==> config.mk <==
export PLATFORM = sky130hd
export DESIGN_NAME = taylor_stage_1
export DESIGN_NICKNAME = d
export VERILOG_FILES = /design/src/rtl/exp_pkg.sv /design/src/rtl/range_cmp_sub.sv /design/src/rtl/taylor_stage_1.sv
export SDC_FILE = /design/constraint.sdc
export NUM_CORES = 1
export LEC_CHECK = 0
export ABC_AREA = 1
export CAP_MARGIN = 25
export CORE_ASPECT_RATIO = 0.5
export CORE_UTILIZATION = 45
export DETAILED_ROUTE_END_ITERATION = 16
export PLACE_DENSITY = 0.76
export SLEW_MARGIN = 20
export SYNTH_ARGS = -nofsm -noshare
export SYNTH_HDL_FRONTEND = slang
export SYNTH_HIERARCHICAL = 1
export SYNTH_SLANG_ARGS = --single-unit
==> constraint.sdc <==
create_clock -name CLK -period 4.9 [get_ports CLK]
set_input_delay 0.49 -clock CLK [delete_from_list [all_inputs] [get_ports CLK]]
set_output_delay 0.49 -clock CLK [all_outputs]
set_load 0.05 [all_outputs]
==> src/rtl/exp_pkg.sv <==
// Shared types and constants for the exponential datapath.
// fix_t is the 3.23 word passed between range reduction, Taylor stages and the final shifter.
package exp_pkg;

  localparam int FIX_W  = 26;
  localparam int FRAC_W = 23;
  localparam int K_W    = 4;
  localparam int STEP_W = 2;

  typedef logic [FIX_W-1:0]  fix_t;
  typedef logic [K_W-1:0]    k_t;
  typedef logic [STEP_W-1:0] step_t;

  // 0.693147 truncated to 23 fraction bits
  localparam fix_t LN2 = 26'h058B90C;

  typedef enum logic [1:0] {
    IDLE,
    RUN,
    DONE
  } state_e;

  // ln2 scaled by 2^step, i.e. the subtrahend for one restoring step
  function automatic fix_t ln2_step(input step_t step);
    return LN2 << step;
  endfunction

endpackage

==> src/rtl/range_cmp_sub.sv <==
// One restoring step: compare the residual against ln2 << step and
// subtract only when it fits, so the result never wraps.
import exp_pkg::*;

module range_cmp_sub (
  input  fix_t  res,
  input  step_t step,
  output fix_t  diff,
  output logic  take
);

  fix_t sub_c;

  always_comb begin
    sub_c = ln2_step(step);
    take  = (res >= sub_c);
    diff  = take ? (res - sub_c) : res;
  end

endmodule

==> src/rtl/taylor_stage_1.sv <==
// Range reduction X = K*ln2 + R, one restoring subtract per cycle for
// bits K[3]..K[0], with valid/ready handshakes on both sides.
import exp_pkg::*;

module taylor_stage_1 (
  input  logic             CLK,
  input  logic             RST,
  input  logic             IN_VALID,
  output logic             IN_READY,
  input  logic [FIX_W-1:0] IN_X,
  output logic             OUT_VALID,
  input  logic             OUT_READY,
  output logic [FIX_W-1:0] OUT_R,
  output logic [K_W-1:0]   OUT_K
);

  state_e state_q, state_d;
  fix_t   res_q, res_d;
  k_t     k_q, k_d;
  step_t  step_q, step_d;
  logic   out_valid_q, out_valid_d;
  fix_t   out_r_q, out_r_d;
  k_t     out_k_q, out_k_d;

  fix_t   cmp_diff;
  logic   cmp_take;

  range_cmp_sub u_cmp (
    .res  (res_q),
    .step (step_q),
    .diff (cmp_diff),
    .take (cmp_take)
  );

  always_comb begin
    state_d     = state_q;
    res_d       = res_q;
    k_d         = k_q;
    step_d      = step_q;
    out_valid_d = out_valid_q;
    out_r_d     = out_r_q;
    out_k_d     = out_k_q;
    case (state_q)
      IDLE: begin
        if (IN_VALID) begin
          res_d   = IN_X;
          k_d     = '0;
          step_d  = step_t'(STEP_W'(3));
          state_d = RUN;
        end
      end
      RUN: begin
        res_d = cmp_diff;
        if (cmp_take) k_d[step_q] = 1'b1;
        if (step_q == '0) begin
          // Outputs are captured here so they stay put through DONE and after
          state_d     = DONE;
          out_valid_d = 1'b1;
          out_r_d     = cmp_diff;
          out_k_d     = k_d;
        end else begin
          step_d = step_q - step_t'(1);
        end
      end
      DONE: begin
        if (OUT_READY) begin
          state_d     = IDLE;
          out_valid_d = 1'b0;
        end
      end
      default: state_d = IDLE;
    endcase
  end

  always_ff @(posedge CLK) begin
    if (RST) begin
      state_q     <= IDLE;
      res_q       <= '0;
      k_q         <= '0;
      step_q      <= '0;
      out_valid_q <= 1'b0;
      out_r_q     <= '0;
      out_k_q     <= '0;
    end else begin
      state_q     <= state_d;
      res_q       <= res_d;
      k_q         <= k_d;
      step_q      <= step_d;
      out_valid_q <= out_valid_d;
      out_r_q     <= out_r_d;
      out_k_q     <= out_k_d;
    end
  end

  assign IN_READY  = (state_q == IDLE) && !RST;
  assign OUT_VALID = out_valid_q;
  assign OUT_R     = out_r_q;
  assign OUT_K     = out_k_q;

endmodule
==> results of run 1 <==
## Yosys cell counts (all sizes together) (4+ instances only)
cell type,count,area [um^2]
inv,120,453
nand4,8,50.1
nand2,361,1440
o21ai,9,48.8
a21oi,47,307
ha,30,375
nor2,98,412
a21boi,4,30.0
xor2,8,70.1
buf,32,251
dfxtp,65,1300
nand3,95,493
clkbuf,5,18.8
## per-layer routing
metal	wire [um]	up-vias	share of wire [%]
li1	-	2834	-
met1	8390	2591	49
met2	6920	253	40
met3	1560	17	9.1
met4	259	0	1.5
met5	0	-	0
## worst min-delay path by stage
stage | startpoint | to | slack [ns] | cells past startpoint
floorplan | k_q[0]$_SDFFE_PP0P_ | k_q[0]$_SDFFE_PP0P_ | 0.44 | 2
global placement | k_q[1]$_SDFFE_PP0P_ | k_q[1]$_SDFFE_PP0P_ | 0.45 | 2
detailed placement | k_q[3]$_SDFFE_PP0P_ | k_q[3]$_SDFFE_PP0P_ | 0.45 | 2
CTS | k_q[3]$_SDFFE_PP0P_ | k_q[3]$_SDFFE_PP0P_ | 0.46 | 2
global route | k_q[3]$_SDFFE_PP0P_ | k_q[3]$_SDFFE_PP0P_ | 0.47 | 2
finish | k_q[3]$_SDFFE_PP0P_ | k_q[3]$_SDFFE_PP0P_ | 0.46 | 2
## kinds of logic (layout without fill, tap and decap cells)
family,after synthesis,after routing
AOI/OAI and AO/OA,62,62
xor gates and xnor gates,10,10
adders and majority gates,30,30
buffers and inverters,157,200
DFF,65,65
and+or+nand+nor,573,573
## registers in the layout, indices dropped and copies added, names as in the netlist
name,cells
OUT_K,4
OUT_R,26
OUT_VALID,1
step_q,2
res_q,26
k_q,4
state_q,2
## tightest hold or removal path, delay by kind of cell (launching register included)
family           cells  cell delay [ns]
AO/OA/AOI/OAI        1             0.05
flip-flops           1             0.30
AND/OR/NAND/NOR      1             0.06
## stage by stage
stage	std cells	cell area, um^2	hold WS [ns]	total power (uW)	worst slack [ns]
after floorplan	897	5350	0.439	1510	2.37
after global placement	1083	5910	0.448	1820	1.49
after detailed placement	1083	5910	0.452	1820	1.48
after CTS	1098	6200	0.461	2450	1.47
after global routing	1099	6210	0.474	2620	1.12
final	1099	6210	0.460	2480	1.44
## cell type report
type | instances | area share, %
Multi-Input combinational cell | 675 | 53.6
Sequential cell | 65 | 21.0
Clock inverter | 5 | 0.927
Timing Repair Buffer | 65 | 10.3
Inverter | 120 | 7.30
Tap cell | 159 | 3.20
Clock buffer | 10 | 3.69
## layout by cell type, fill, tap and decap left out, drive strengths merged
master         instances
nor3                   3
o21bai                 2
clkbuf                10
xnor2                  2
nand3b                 2
clkdlybuf4s50         60
clkinvlp               3
nand3                 95
nor3b                  1
inv                  120
a21oi                 47
a21boi                 4
nand4                  8
clkinv                 1
bufinv                 1
dfxtp                 65
or2                    2
buf                    5
o21ai                  9
xor2                   8
nor2                  98
ha                    30
nand2                361
and2                   3
## power breakdown
group | leakage [uW] | switching (uW) | internal (uW)
registers | 0.000533 | 59.2 | 582
logic | 0.00243 | 842 | 367
clock network | 0.000131 | 241 | 390
==> results.yml, run 1 <==
finish:
  drive_gt1_share_pct: 8.72
  fill_cells: 1137
  multi_input_area_um2: 3330
  antennaDiodeCount: 0
  seq_area_um2: 1300
  syn_to_final_growth_pct: 16.1
  fin_nets: 996
  final_util_pct: 55.0
grt:
  grt_pass1_vias: 5215
  grtUsageTotal_pct: 28.8
  grtUsageMet1_pct: 43.0
  grt_overflow_total: 0
  grt.met2_usage_pct: 42.3
  antenna_found_initial: 0
  grt_pass1_wl_mm: 27.3
  grt.busiest_layer: "met1"
  grt_max_degree: 46
  grt_util_met3_pct: 4.48
route:
  firstDrtPassIters: 7
  via_count: 5695
  viasPerCell: 5.18
  remaining_drc_errors: 0
  routed_wl_mm: 17.1
  ant_nets: 0
  first_iter_violations: 544
  wire_per_inst_um: 15.6
cts:
  insertion_delay_ns: 0.33
  clk_path_buf_depth: 2
  cts-resized-gates: 0
  cts_tree: "built"
  cts_buffers: 9
  hold_buffers: 0
  clkSinkCount: 65
  htree_num_levels: 3
  clockRootBuffer: "clkbuf_16"
  path_clk_slew_ns: 0.05
  cts_setup_buffers: 0
synth:
  synth.area.mux_share_pct: 0
  synth_seq_cells: 65
  syn_inst: 897
  yosysWarnings: 6
  synth_xor_area_share_pct: 1.64
  async_reset_ff_share_pct: 0
  yosys.area_share.simple_pct: 46.0
  synth_top_family_by_area: "simple AND/OR/NAND/NOR gates"
  synth_compound_area_share_pct: 7.49
  synth_area_um2: 5350
  yosys.area_share.adder_pct: 7.02
  synth_seq_area_share_pct: 24.3
  avgSynthCellArea_um2: 5.96
  synth-main-ff-cell: "dfxtp_1"
  ys_types: 36
  synth_edf_count: 0
  synth_fp_nets: 957
worst_setup_path:
  setup.worst_path.start_class: "flop"
  cp-startpoint: "step_q[1]$_SDFFE_PP0P_"
  critPathCaptureType: "flop"
  critPathMaxFanout: 30
  path_class: "flop to flop"
  cp.arrival_ns: 3.73
  r2r_cells: 20
  reg2reg_setup_slack_ns: 1.44
  crit_end: "res_q[6]$_SDFFE_PP0P_"
  rr_endpoint: "res_q[6]$_SDFFE_PP0P_"
  critPathRequiredTime_ns: 5.17
  cp_slowest_cell: "dfxtp_1"
  crit_path_frequent_cell: "nand2_1"
  crit_family: "simple AND/OR/NAND/NOR gates"
  max_stage_delay_ns: 0.56
  path_cells: "inv_1 > ha_1 > ha_1 > nand2_1 > nand2_1 > nand2_1 > nand2_1 > nand2_1 > nand2_1 > nand2_1 > inv_2 > nor2_2 > nand2_4 > inv_4 > nand2_1 > nand2_1 > nand3_1 > nand2_1 > nor2_1 > nor2_1"
  path_buf_inv: 3
  crit_cells: 20
  reg2reg_from: "step_q[1]$_SDFFE_PP0P_"
run:
  maxCapViolCount: 0
sta:
  setup_tns_ns: 0
  finalSetupViolCount: 0
  finalClockSkew_ns: 0.00691
  drv_slew: 0
  max_freq_ghz: 0.289
  fin_crit_sh_pct: 70.6
  hold_violations: 0
  worst_pin_slew_ns: 0.910
  fin_crit_ns: 3.46
  timing.slew.headroom_pct: 39.3
  rsz0062_at_grt: "false"
die:
  rows: 27
  die_x_um: 156
  core-area_um2: 11300
  start_util_pct: 47.4
  die_y_um: 79.1
  ios: 62
  dieArea_um2: 12300
hold_path:
  worst_hold_path_type: "flop to flop"
pwr:
  power_per_cell_area_nw_per_um2: 400
  p_leak_uw: 0.00309
  irDropWorstVdd_mv: 0.213
place:
  dp_hpwl_mm: 13.1
  place_congestion: 1.01
  portBuffers: 61
status:
  status: "finished, final reports clean"
Power figures use the tool's default switching activity.
==> run 2: changes to the inputs <==
--- a/config.mk
+++ b/config.mk
@@ -10,7 +10,7 @@
 export CORE_ASPECT_RATIO = 0.5
 export CORE_UTILIZATION = 45
 export DETAILED_ROUTE_END_ITERATION = 16
-export PLACE_DENSITY = 0.76
+export PLACE_DENSITY = 0.79
 export SLEW_MARGIN = 20
 export SYNTH_ARGS = -nofsm -noshare
 export SYNTH_HDL_FRONTEND = slang
==> constraint.sdc (replaced) <==
create_clock -name CLK -period 2.85 [get_ports CLK]
set_input_delay 0.285 -clock CLK [delete_from_list [all_inputs] [get_ports CLK]]
set_output_delay 0.285 -clock CLK [all_outputs]
set_load 0.05 [all_outputs]
==> results.yml, run 2 (synthesized netlist as in run 1, its figures left out) <==
status:
  status: "finished, final reports clean"
worst_setup_path:
  r2r_cells: 17
  rr_endpoint: "res_q[13]$_SDFFE_PP0P_"
  cp_slowest_cell: "dfxtp_2"
  critPathCaptureType: "flop"
  max_stage_delay_ns: 0.36
  critPathRequiredTime_ns: 3.07
  critPathMaxFanout: 7
  path_class: "flop to flop"
  reg2reg_setup_slack_ns: 0.13
  path_buf_inv: 4
  path_cells: "buf_4 > ha_2 > inv_2 > ha_1 > a21oi_1 > a21boi_1 > nand2_1 > nor2_4 > nand2_8 > buf_6 > buf_12 > nand2_1 > nand2_1 > nand3_1 > nand2_1 > nor2_1 > nor2_1"
  reg2reg_from: "step_q[0]$_SDFFE_PP0P_"
  cp.arrival_ns: 2.94
  crit_family: "simple AND/OR/NAND/NOR gates"
  cp-startpoint: "step_q[0]$_SDFFE_PP0P_"
  crit_path_frequent_cell: "nand2_1"
  setup.worst_path.start_class: "flop"
route:
  viasPerCell: 5.14
  wire_per_inst_um: 15.2
  first_iter_violations: 655
  firstDrtPassIters: 5
  remaining_drc_errors: 0
  ant_nets: 0
  via_count: 5934
  routed_wl_mm: 17.6
sta:
  timing.slew.headroom_pct: 32.5
  drv_slew: 0
  worst_pin_slew_ns: 1.01
  setup_tns_ns: 0
  rsz0062_at_grt: "true"
  finalClockSkew_ns: 0.00945
  max_freq_ghz: 0.368
  finalSetupViolCount: 0
  whs_ns: 0.463
  fin_crit_ns: 2.72
  fin_crit_sh_pct: 95.4
  worst_slack_ns: 0.133
  hold_violations: 0
hold_path:
  whs_path_depth: 2
  min_from: "OUT_R[15]$_SDFFE_PP0P_"
  worst_hold_path_type: "flop to flop"
  hold_end: "OUT_R[15]$_SDFFE_PP0P_"
finish:
  final_cell_mix: "325 x nand2_1, 111 x inv_1, 90 x nor2_1, 88 x nand3_1, 63 x dfxtp_1"
  antennaDiodeCount: 0
  layout_commonest_cell: "nand2_1"
  fin_nets: 1050
  final_util_pct: 61.0
  fill_cells: 1054
  drive_gt1_share_pct: 17.6
  syn_to_final_growth_pct: 28.7
cts:
  htree_num_levels: 3
  clkSinkCount: 65
  path_clk_slew_ns: 0.06
  clockRootBuffer: "clkbuf_16"
  clk_path_buf_depth: 2
  cts_tree: "built"
  insertion_delay_ns: 0.33
  cts_buffers: 9
die:
  die_x_um: 156
  ios: 62
  dieArea_um2: 12300
  die_y_um: 79.1
  rows: 27
  core-area_um2: 11300
  start_util_pct: 47.4
pwr:
  irDropWorstVdd_mv: 0.468
  power_per_cell_area_nw_per_um2: 680
  p_leak_uw: 0.00338
grt:
  grt_max_degree: 49
  grtUsageTotal_pct: 28.5
  antenna_found_initial: 0
  grt_pass1_vias: 5114
  grt_pass1_wl_mm: 26.9
  grt.busiest_layer: "met2"
  grtUsageMet1_pct: 42.4
  grt.met2_usage_pct: 42.9
  grt_util_met3_pct: 5.62
  grt_overflow_total: 0
place:
  place_congestion: 1.02
  pre_cts_ws_ns: 0.0446
  portBuffers: 61
  dp_hpwl_mm: 13.5
run:
  maxCapViolCount: 0
-- run 2: worst max path at each step --
stage | end | slack (ns) | cells past startpoint
finish | res_q[13]$_SDFFE_PP0P_ | 0.13 | 17
global route | res_q[13]$_SDFFE_PP0P_ | -0.02 | 21
CTS | res_q[20]$_SDFFE_PP0P_ | 0.008 | 16
detailed placement | res_q[24]$_SDFFE_PP0P_ | 0.04 | 18
global placement | res_q[24]$_SDFFE_PP0P_ | 0.05 | 18
floorplan | res_q[17]$_SDFFE_PP0P_ | 0.32 | 20
-- run 2: worst register-to-register path, delay by kind of cell, from the launching register on --
family                     cells  cell delay [ns]
DFF                            1             0.36
and+or+nand+nor                9             0.82
buffers and inverters          4             0.52
adders and majority gates      2             0.53
AOI/OAI and AO/OA              2             0.38
-- run 2: layout make-up --
class,instances,area [um^2],area share [%]
inverter,120,458,6.65
multi-input combinational,676,3550,51.6
clock buffer,10,239,3.47
sequential,65,1310,19.0
tap,159,199,2.89
clock inverter,6,48.8,0.709
timing repair buffer,118,1080,15.7
-- run 2: per-stage QoR --
stage               total power (uW)  cell area [um^2]  instances
floorplan                       2600              5350        897
global placement                3390              6330       1134
detailed placement              3400              6330       1134
CTS                             4460              6620       1150
global route                    4980              6880       1154
finish                          4680              6880       1154
-- run 2: power by group --
part / internal (uW) / switching (uW) / leakage (uW)
clock: 621 / 434 / 0.000132
combinational: 941 / 1580 / 0.00272
sequential: 1000 / 101 / 0.000534
-- run 2: metal layers --
metal / share of wire [%] / wire length, um
met1: 48 / 8390
met2: 42 / 7430
met3: 9.3 / 1640
met4: 0.65 / 115
met5: 0 / 0
-- run 2: repair_timing --
| action | CTS | global route |
|---|---|---|
| endpoints found under the hold margin | 0 | 0 |
| resized for setup | 0 | 53 |
| hold buffers | 0 | 0 |
| endpoints found under the setup margin | 0 | 56 |
| setup buffers | 0 | 3 |
==> edit: new RTL, config.mk and constraints of run 2 <==
`STEP_W`: 2 -> 4.
--- a/src/rtl/exp_pkg.sv
+++ b/src/rtl/exp_pkg.sv
@@ -5,7 +5,7 @@
   localparam int FIX_W  = 26;
   localparam int FRAC_W = 23;
   localparam int K_W    = 4;
-  localparam int STEP_W = 2;
+  localparam int STEP_W = 4;
 
   typedef logic [FIX_W-1:0]  fix_t;
   typedef logic [K_W-1:0]    k_t;
Function: same outputs for any inputs over 4 cycles, from zero or initial values and one cycle with RST high; that may be too few to reach the edited logic, so the function may still have changed.
==> edit against run 2 <==
Synthesized area rose by 2.6%; routed wire length grew 2.4%; cell area is 12% higher; setup slack got worse by 0.13 ns; total power rose by 59%; core utilization is 4.0 points higher; sequential cell count grew 2; highest routed layer unchanged.
==> edit: results (changes against run 2) <==
clock-pin slew on the worst setup and hold paths=0.06 ns (about the same); Max-Cap Viols=0 (unchanged); crit path launch=step_q[0]; part of the Yosys area used for sequential elements=24.5% (+0.12 points); max frequency=0.352 GHz (-4.5%); Post-synth ARST share=0% (unchanged); Post-CTS Setup Bufs=4 (+4); largest cells by area after synthesis=dfxtp_1, nand2_1, ha_1, inv_1, nor2_1; Total GRT Usage=27.8% (-0.65 points); Post-Layout Cell Count=1,164 (+0.87%); post-synthesis adder-cell area fraction=7.76% (+0.74 points); worst-path maximum fanout=16 (+9); IO buf count=61 (unchanged); cts repair resizes=26 (+26); Critical Path End=OUT_R[6]; Placed Area=6550 um^2 (+3.5%); first-pass GRT wire length=27.1 mm (+0.69%); worst-skew pair later-pin latency=0.34 ns; cell count after synthesis=881 (-1.8%); worst rel slew slack=62.7% (+30 points); Clock Skews=0.00605 ns (-0.00340 ns); number of global-route vias before repair=5,548 (+8.5%); Clock Tree Root=clkbuf_16; layout cells sized above 1=28.7% (+11 points); WL per Instance=15.5 um (+1.5%); DR pass1 iterations=5 (unchanged); LEAKAGE=0.00354 uW (+4.6%); Worst EP arrival=3.07 ns (+0.13 ns); H-Tree Depth=3 (unchanged); CTS Buffer Depth=2 (unchanged); ANT cells=0 (unchanged); Synth Area in XOR/XNOR=1.92% (+0.28 points); Synth Area in Compound Gates=14.1% (+6.6 points); Vias/cell=5.29 (+2.9%); pre-CTS WS=-0.216 ns (-0.261 ns); Placed Instances=1,134 (unchanged); CP max stage delay=0.36 ns (about the same); largest net degree at the start of global routing=57 (+16%); maximum vdd drop=506 uV (+8.2%); R2R cell count=19 (+2); dominant synthesized flop cell=dfxtp_1; synth unique cells=38 (+5.6%); DR iter-0 viols=512 (-22%); CP max-delay cell=dfxtp_4; Synth top cells by count=nand2_1, inv_1, nor2_1; internal reg-to-reg setup slack=0.005 ns (-0.13 ns); Num CTS Buffers=9 (unchanged); initial antenna violation count=0 (unchanged); Final Wtd Congestion=0.959 (-6.3%); status=complete, no violations; Yosys warning count=6 (unchanged); DP Wirelength=12.8 mm (-5.2%); synthesized net count=945 (-1.3%)
[edit: power breakdown]
part	switching, uW	internal, uW
logic	2940	1970
clock network	433	852
registers	158	1090
total	3530	3910
[edit: kinds of logic (layout without fill, tap and decap cells)]
kind of cell               count (synthesis)  after routing
adders and majority gates                 34             34
DFF                                       67             67
and+or+nand+nor                          482            482
buffers and inverters                    147            265
xor gates and xnor gates                  12             12
AOI/OAI and AO/OA                        139            139
[edit: area by class of cell]
cell class / count / area (um^2)
fillers: 1025 / 4140
inverters: 109 / 423
multi-input cells: 667 / 4090
clock buffers: 9 / 225
well taps: 165 / 206
flip-flops and latches: 67 / 1350
repair buffers: 141 / 1290
clock inverters: 6 / 114
[edit: routing by layer]
metal  share of wire (%)  vias up  global-route usage (%)
met2                  47      205                    45.7
met4                 1.9        0                    7.02
met1                  45     2858                    37.3
met5                   0        -                       0
met3                 6.5       40                    5.56
li1                    -     3055                       -
[edit: worst min path at each step]
stage | startpoint | endpoint | slack [ns] | depth (start not counted)
2_1_floorplan | IN_X[0] | res_q[0] | 0.45 | 2
3_3_place_gp | OUT_K[2] | OUT_K[2] | 0.46 | 2
3_5_place_dp | OUT_R[22] | OUT_R[22] | 0.46 | 2
4_1_cts | OUT_R[22] | OUT_R[22] | 0.46 | 2
5_1_grt | OUT_K[2] | OUT_K[2] | 0.49 | 2
6_report | OUT_K[2] | OUT_K[2] | 0.47 | 2
[edit: worst max-delay path, delay by kind of cell (launching register included)]
family / cells / cell delay, ns
flip-flops: 1 / 0.36
AND/OR/NAND/NOR: 9 / 0.69
adder cells (fa/ha/maj): 1 / 0.33
buffers and inverters: 6 / 0.71
AO/OA/AOI/OAI: 3 / 0.63
